### src/rtl/cpu_run_controller.sv
// Debounced step/run controller producing a per-cycle CPU clock enable (single/N-step, free run, run-to-breakpoint).
// Enable rises the cycle after an accepted press; no backpressure, halt_req or a press forces enable low that cycle.
module cpu_run_controller #(
  parameter int NUM_BREAKPOINTS = 4,
  parameter int PC_WIDTH        = 32,
  parameter int STEP_WIDTH      = 16,
  parameter int DEBOUNCE_CYCLES = 500000,
  localparam int IDX_W = (NUM_BREAKPOINTS > 1) ? $clog2(NUM_BREAKPOINTS) : 1
) (
  input  logic                  clock,
  input  logic                  reset,
  input  logic                  button,
  input  logic [1:0]            mode,
  input  logic [STEP_WIDTH-1:0] step_count,
  input  logic                  halt_req,
  input  logic                  bp_we,
  input  logic [IDX_W-1:0]      bp_index,
  input  logic [PC_WIDTH-1:0]   bp_addr,
  input  logic                  bp_valid,
  input  logic [PC_WIDTH-1:0]   pc,
  output logic                  cpu_enable,
  output logic                  running,
  output logic                  halted_on_bp,
  output logic [IDX_W-1:0]      bp_hit_index,
  output logic [31:0]           retired_count
);

  localparam int DB_W = $clog2(DEBOUNCE_CYCLES);
  localparam logic [DB_W-1:0] DB_LAST = DB_W'(DEBOUNCE_CYCLES - 1);

  typedef enum logic [1:0] {IDLE, STEP, RUN, RUN_BP} state_t;

  state_t                   state;
  logic                     sync_q1, sync_q2, db_level;
  logic [DB_W-1:0]          db_cnt;
  logic [STEP_WIDTH-1:0]    remaining;
  logic                     first;
  logic [PC_WIDTH-1:0]      bp_addr_q [NUM_BREAKPOINTS];
  logic [NUM_BREAKPOINTS-1:0] bp_valid_q;
  logic                     bp_match;
  logic [IDX_W-1:0]         bp_idx;
  logic                     db_flip, go, stop_req, bp_wr_ok;

  assign db_flip  = (sync_q2 != db_level) && (db_cnt == DB_LAST);
  assign go       = db_flip && sync_q2;
  assign stop_req = halt_req || go;
  assign running  = (state != IDLE);
  assign bp_wr_ok = bp_we && ({1'b0, bp_index} < (IDX_W + 1)'(NUM_BREAKPOINTS));

  // Descending scan so the lowest matching entry wins.
  always_comb begin
    bp_match = 1'b0;
    bp_idx   = '0;
    for (int i = NUM_BREAKPOINTS - 1; i >= 0; i--) begin
      if (bp_valid_q[i] && (bp_addr_q[i] == pc)) begin
        bp_match = 1'b1;
        bp_idx   = IDX_W'(i);
      end
    end
  end

  always_comb begin
    cpu_enable = 1'b0;
    case (state)
      STEP, RUN: cpu_enable = 1'b1;
      RUN_BP:    cpu_enable = !(bp_match && !first);
      default:   cpu_enable = 1'b0;
    endcase
    if (stop_req) cpu_enable = 1'b0;
  end

  always_ff @(posedge clock) begin
    if (bp_wr_ok) bp_addr_q[bp_index] <= bp_addr;
  end

  always_ff @(posedge clock) begin
    if (reset) begin
      state         <= IDLE;
      sync_q1       <= 1'b0;
      sync_q2       <= 1'b0;
      db_level      <= 1'b0;
      db_cnt        <= '0;
      remaining     <= '0;
      first         <= 1'b0;
      bp_valid_q    <= '0;
      halted_on_bp  <= 1'b0;
      bp_hit_index  <= '0;
      retired_count <= '0;
    end else begin
      sync_q1 <= button;
      sync_q2 <= sync_q1;
      if (sync_q2 == db_level) begin
        db_cnt <= '0;
      end else if (db_flip) begin
        db_cnt   <= '0;
        db_level <= sync_q2;
      end else begin
        db_cnt <= db_cnt + 1'b1;
      end

      if (bp_wr_ok) bp_valid_q[bp_index] <= bp_valid;
      if (cpu_enable) retired_count <= retired_count + 32'd1;

      case (state)
        IDLE: begin
          if (go) begin
            halted_on_bp <= 1'b0;
            case (mode)
              2'd0: begin
                remaining <= STEP_WIDTH'(1);
                state     <= STEP;
              end
              2'd1: begin
                if (step_count != '0) begin
                  remaining <= step_count;
                  state     <= STEP;
                end
              end
              2'd2: state <= RUN;
              default: begin
                first <= 1'b1;
                state <= RUN_BP;
              end
            endcase
          end
        end
        STEP: begin
          if (stop_req) begin
            state <= IDLE;
          end else if (cpu_enable) begin
            remaining <= remaining - 1'b1;
            if (remaining == STEP_WIDTH'(1)) state <= IDLE;
          end
        end
        RUN: begin
          if (stop_req) state <= IDLE;
        end
        default: begin
          first <= 1'b0;
          if (stop_req) begin
            state <= IDLE;
          end else if (bp_match && !first) begin
            state        <= IDLE;
            halted_on_bp <= 1'b1;
            bp_hit_index <= bp_idx;
          end
        end
      endcase
    end
  end

endmodule

### config.mk
export PLATFORM = sky130hd
export DESIGN_NAME = cpu_run_controller
export DESIGN_NICKNAME = d
export VERILOG_FILES = /design/src/rtl/cpu_run_controller.sv
export SDC_FILE = /design/constraint.sdc
export NUM_CORES = 1
export LEC_CHECK = 0
export ABC_AREA = 1
export BUFFER_PORTS_ARGS = -buffer_cell sky130_fd_sc_hd__buf_2
export CORE_MARGIN = 5
export CORE_UTILIZATION = 60
export DETAILED_ROUTE_END_ITERATION = 8
export GPL_TIMING_DRIVEN = 0
export PLACE_DENSITY = 0.89
export SLEW_MARGIN = 10
export SYNTH_ARGS = -nofsm -noshare
export SYNTH_HDL_FRONTEND = slang
export SYNTH_SLANG_ARGS = --single-unit
### constraint.sdc
create_clock -name clock -period 4.6 [get_ports clock]
set_input_delay 0.23 -clock clock [delete_from_list [all_inputs] [get_ports clock]]
set_output_delay 0.23 -clock clock [all_outputs]
set_load 0.05 [all_outputs]
Word level (Yosys, flattened, before mapping)
Memory sizes are Yosys's and may differ from the RTL's.
Cells that the tools add are included.
- flip-flop bits (word level): 80
- RAM bits: 128
- output and inout port bits: 37
- word-level logic and storage cells: 110
- memories: 1
- add/sub/neg operators: 3
- magnitude comparators: 2
- equal/unequal tests: 23
- mux-type cells: 38
- bitwise gates (word level): 4
- reduce and logical (&&, ||, !) cells: 28
- memories (memory ; words ; width ; rd ports ; clocked after Yosys merged registers in ; write ports ; line ; text):
    bp_addr_q ; 4 ; 32 ; 4 ; 0 ; 1 ; 38 ; logic [PC_WIDTH-1:0] bp_addr_q [NUM_BREAKPOINTS];
- operator list (kind ; number):
    $eq 32x32->1 ; 4
    $mux 16 ; 4
    $pmux 16 s2 ; 2
    $add 32x1->32 const B ; 1
    $mux 2 ; 12
    $add 19x1->19 const B ; 1
    $eq 19x19->1 const B ; 1
    $eq 16x1->1 const B ; 1
    $reduce_bool 16->1 ; 1
    $sub 16x1->16 const B ; 1
    $mux 1 ; 13
    $pmux 2 s3 ; 2
    $reduce_and 6->1 ; 2
    $ne 2x2->1 const B ; 5
    $ne 3x3->1 const B ; 3
    $reduce_or 3->1 ; 3
    $logic_and 1x1->1 ; 8
    $eq 2x2->1 const B ; 3
    $pmux 1 s2 ; 3
    $reduce_and 3->1 ; 2
    $reduce_bool 2->1 ; 3
    $bwmux 4 ; 1
    $eq 2x1->1 const B ; 2
    $logic_not 2->1 ; 2
    14 further kinds ; 18

Logic depth before layout (Yosys ltp)
- depth in word-level cells: 13
- mapped depth: 20

Worst setup path before layout
Ideal clock, no wire load.
- path kind: input-to-reg
- start: input bp_index[0]
- end: register bp_valid_q[0]
- library setup time: 0.079 ns
- arrival: 2.984 ns
- required time: 4.521 ns
- setup slack: 1.538 ns
- stages: 3
- path buffers: 0
- cells stage by stage: nor3_1 -> o21ai_0 -> a21oi_1
- cells in the longest elaborated chain, start to end: 5
- ends and longest elaborated chain (what ; line ; text):
    from (decl) ; 17 ; input logic [IDX_W-1:0] bp_index,
    $lt 2x3->1 (implied by the code) or $ge 2x1->1 (tied branches) ; 101 ; if (bp_wr_ok) bp_valid_q[bp_index] <= bp_valid;
    $logic_and 1x1->1 (implied by the code) ; 101 ;
    $mux 1 (implied by the code) ; 101 ;
    $demux 1 s2 (*) ; 101 ;
    $bwmux 4 (*) ; 101 ;
    to (signal, indexed assignment) ; 101 ;
    to (decl) ; 39 ; logic [NUM_BREAKPOINTS-1:0] bp_valid_q;
Every way passes the cells marked *; elsewhere a longest branch is shown, timed or not.
A chain may end at the register's enable or synchronous reset.

==> reports/summary.txt <==
First DRT Iteration DRCs: 974
Final setup viols: 0
IO Pins: 127
Sw Ratio: 0.317
Psw: 1680 uW
Cts bufs inserted: 23
Setup total negative slack: 0 ns
Cell area after synthesis: 10300 sq um
ANT nets after route: 0
DP Cell Count: 1581
Die area: 19900 sq um
Number of diodes: 0
Hold Worst Slack: 0.0239 ns
Layout Utilization: 0.726
Sequential-to-total area share from yosys stat: 0.529
Fill count: 1199
Via density: 5.58
Vias in the first global route: 9134
Drt pass-1 iters: 5
# nets final: 1511
Initial antenna violation count: 0
Mapped Cells: 1218
Final WS setup: 1.51 ns
Largest net degree at the start of global routing: 14
Max_cap viols: 0
Post-synthesis async set-or-reset flop share: 0
# DRC: 0
Congestion Overflow GR: 0
GRT Overall Usage: 0.284
Non-Filler Instances: 1655
Max VDD drop: 0.575 mV
CTS Sinks: 208
Post-synth EDFFs: 128
Most common cell in the netlist: nand2_1
Wire length per cell: 17.1 um
PD cells: 430 nW/um^2
Internal Power: 3630 uW
Clock root buffer: clkbuf_16
Post-synth top cells: nand2_1, nor2_1, inv_1
Global placement routability congestion: 0.969
Pre-CTS setup slack: 2.07 ns
Sequential share of power: 0.419
Status: finished, final reports clean
Area of the multi-input gates: 4140 sq um
Relative slew slack: 0.374
# Post-CTS Setup Buffers: 0
Share of layout cells above drive strength 1: 0.177
Worst-Margin Slew: 0.934 ns
Clock Power Share: 0.331
Register clock-pin slew on the reported worst setup and hold paths: 0.06 ns
Synthesized area per cell: 8.46 sq um
TritonCTS clock tree: done
Final wirelength: 28300 um
CP Data Required Time: 4.37 ns
Core area: 17100 sq um
Yosys top cell by area: edfxtp_1
Worst Path Arrival: 2.86 ns
Global-route wire length before repair: 45200 um
Synthesis-to-finish area growth: 20.2%
Core Rows: 48
Fmax: 323 MHz
Yosys reg bits: 208
Synth top area share: 0.373
Unrepaired setup endpoints after global routing: no
Initial Util: 0.604
Seq. cell area: 5450 sq um
Die W: 141 um
Clock insertion delay at the later pin of the skew report: 0.51 ns
Synth area leaders: edfxtp_1, dfxtp_1, nand2_1, nor2_1, inv_1
Fin Clk Skew: 0.0143 ns
Worst setup SP type: flop
Number of synthesis warnings: 0
Minimum clock period: 3.09 ns
Post-Syn Nets: 1316
Combinational Power Share: 0.250
Setup CP Type: reg -> out
Fin. Hold Viols: 0
Placed wire-length estimate: 20700 um
Setup crit end kind: output port
Post-CTS Resized: 0
Unique masters post-synth: 48
Synth Flop Type: edfxtp_1
Die Height: 141 um
Final period util: 0.672
Hold_buf cts: 32
Total number of vias: 9242
Min-delay worst type: in -> reg
CP max FO: 10
Leakage: 0.00524 uW
Max Transition Viols Final: 0
Max Root-Sink Buffers: 3
H-tree level count: 1
Port Buffers: 124
==> per-layer routing <==
metal,up-vias,track usage,share of wire
li1,4361,-,-
met1,4212,0.347,0.36
met3,101,0.0600,0.11
met4,0,0.105,0.036
met2,568,0.495,0.49
met5,-,0,0
==> power by group through the flow <==
stage                     Sequential [uW]  Combinational, uW  Clock [uW]
after floorplan                      2250                940           0
after global placement               2260               1230           0
after detailed placement             2260               1270           0
after CTS                            2230               1310        1770
after global routing                 2240               1470        1860
final                                2230               1330        1760
==> worst paths after layout <==
check,endpoint,cells past startpoint,slack (ns),startpoint
worst max-delay path,cpu_enable,15,1.51,bp_addr_q[2][4]$_DFFE_PP_
worst min-delay path,bp_addr_q[0][4]$_DFFE_PP_,1,0.02,bp_addr[4]
worst max register to register,remaining[15]$_SDFFE_PP0P_,13,1.99,db_cnt[0]$_SDFF_PP0_
worst min register to register,sync_q2$_SDFF_PP0_,2,0.42,sync_q1$_SDFF_PP0_
==> flip-flops by register name, indices dropped and copies added, names as in the netlist <==
name and count:
bp_addr_q 128, retired_count 32, db_cnt 19, remaining 16
bp_valid_q 4, bp_hit_index 2, state 2, db_level 1
first 1, halted_on_bp 1, sync_q1 1, sync_q2 1
==> critical path: stages (launching register included) <==
cell and delay, ns:
edfxtp_1 0.39, o21ai_0 0.33, nor2_1 0.07, nand2_1 0.11, nor2_1 0.06, nand3_1 0.11, nor2_2 0.05, nor2_2 0.14
nand2_2 0.11, nand2_4 0.10, nand2_4 0.05, nand2_4 0.11, nand3_4 0.17, inv_4 0.12, buf_12 0.14, buf_2 0.26
==> cells in the final DEF, fill, tap and decap left out, types with 17 or more instances in the layout <==
master,count
xor2_1,34
a21oi_1,29
o21ai_1,20
nor2_1,168
dfxtp_1,80
inv_2,27
clkbuf_1,17
nand2_1,310
o21ai_0,51
xnor2_1,23
nor3_1,21
edfxtp_1,128
dlygate4sd3_1,32
clkbuf_16,24
nand4_1,20
buf_2,129
inv_1,139
nand3_1,46
==> logic make-up after synthesis <==
family | Yosys count | share of synthesized area
and+or+nand+nor | 628 | 0.267
DFF | 208 | 0.529
buffers and inverters | 184 | 0.0717
AOI/OAI and AO/OA | 133 | 0.0746
xor gates and xnor gates | 57 | 0.0485
adders and majority gates | 8 | 0.00972
==> cell type report <==
type | instances | area share
timing repair buffer | 170 | 0.0860
clock buffer | 35 | 0.0526
clock inverter | 7 | 0.00515
buffer | 16 | 0.00849
tap | 225 | 0.0227
sequential | 208 | 0.440
multi-input combinational | 826 | 0.334
inverter | 168 | 0.0511
==> per-stage QoR <==
step                      cell area (sq um)  total power (uW)
after detailed placement              11300              3530
after CTS                             12400              5310
final                                 12400              5320
after global routing                  12400              5570
after floorplan                       10300              3190
after global placement                11200              3490
Note: power is estimated with default switching activity, not from simulation.
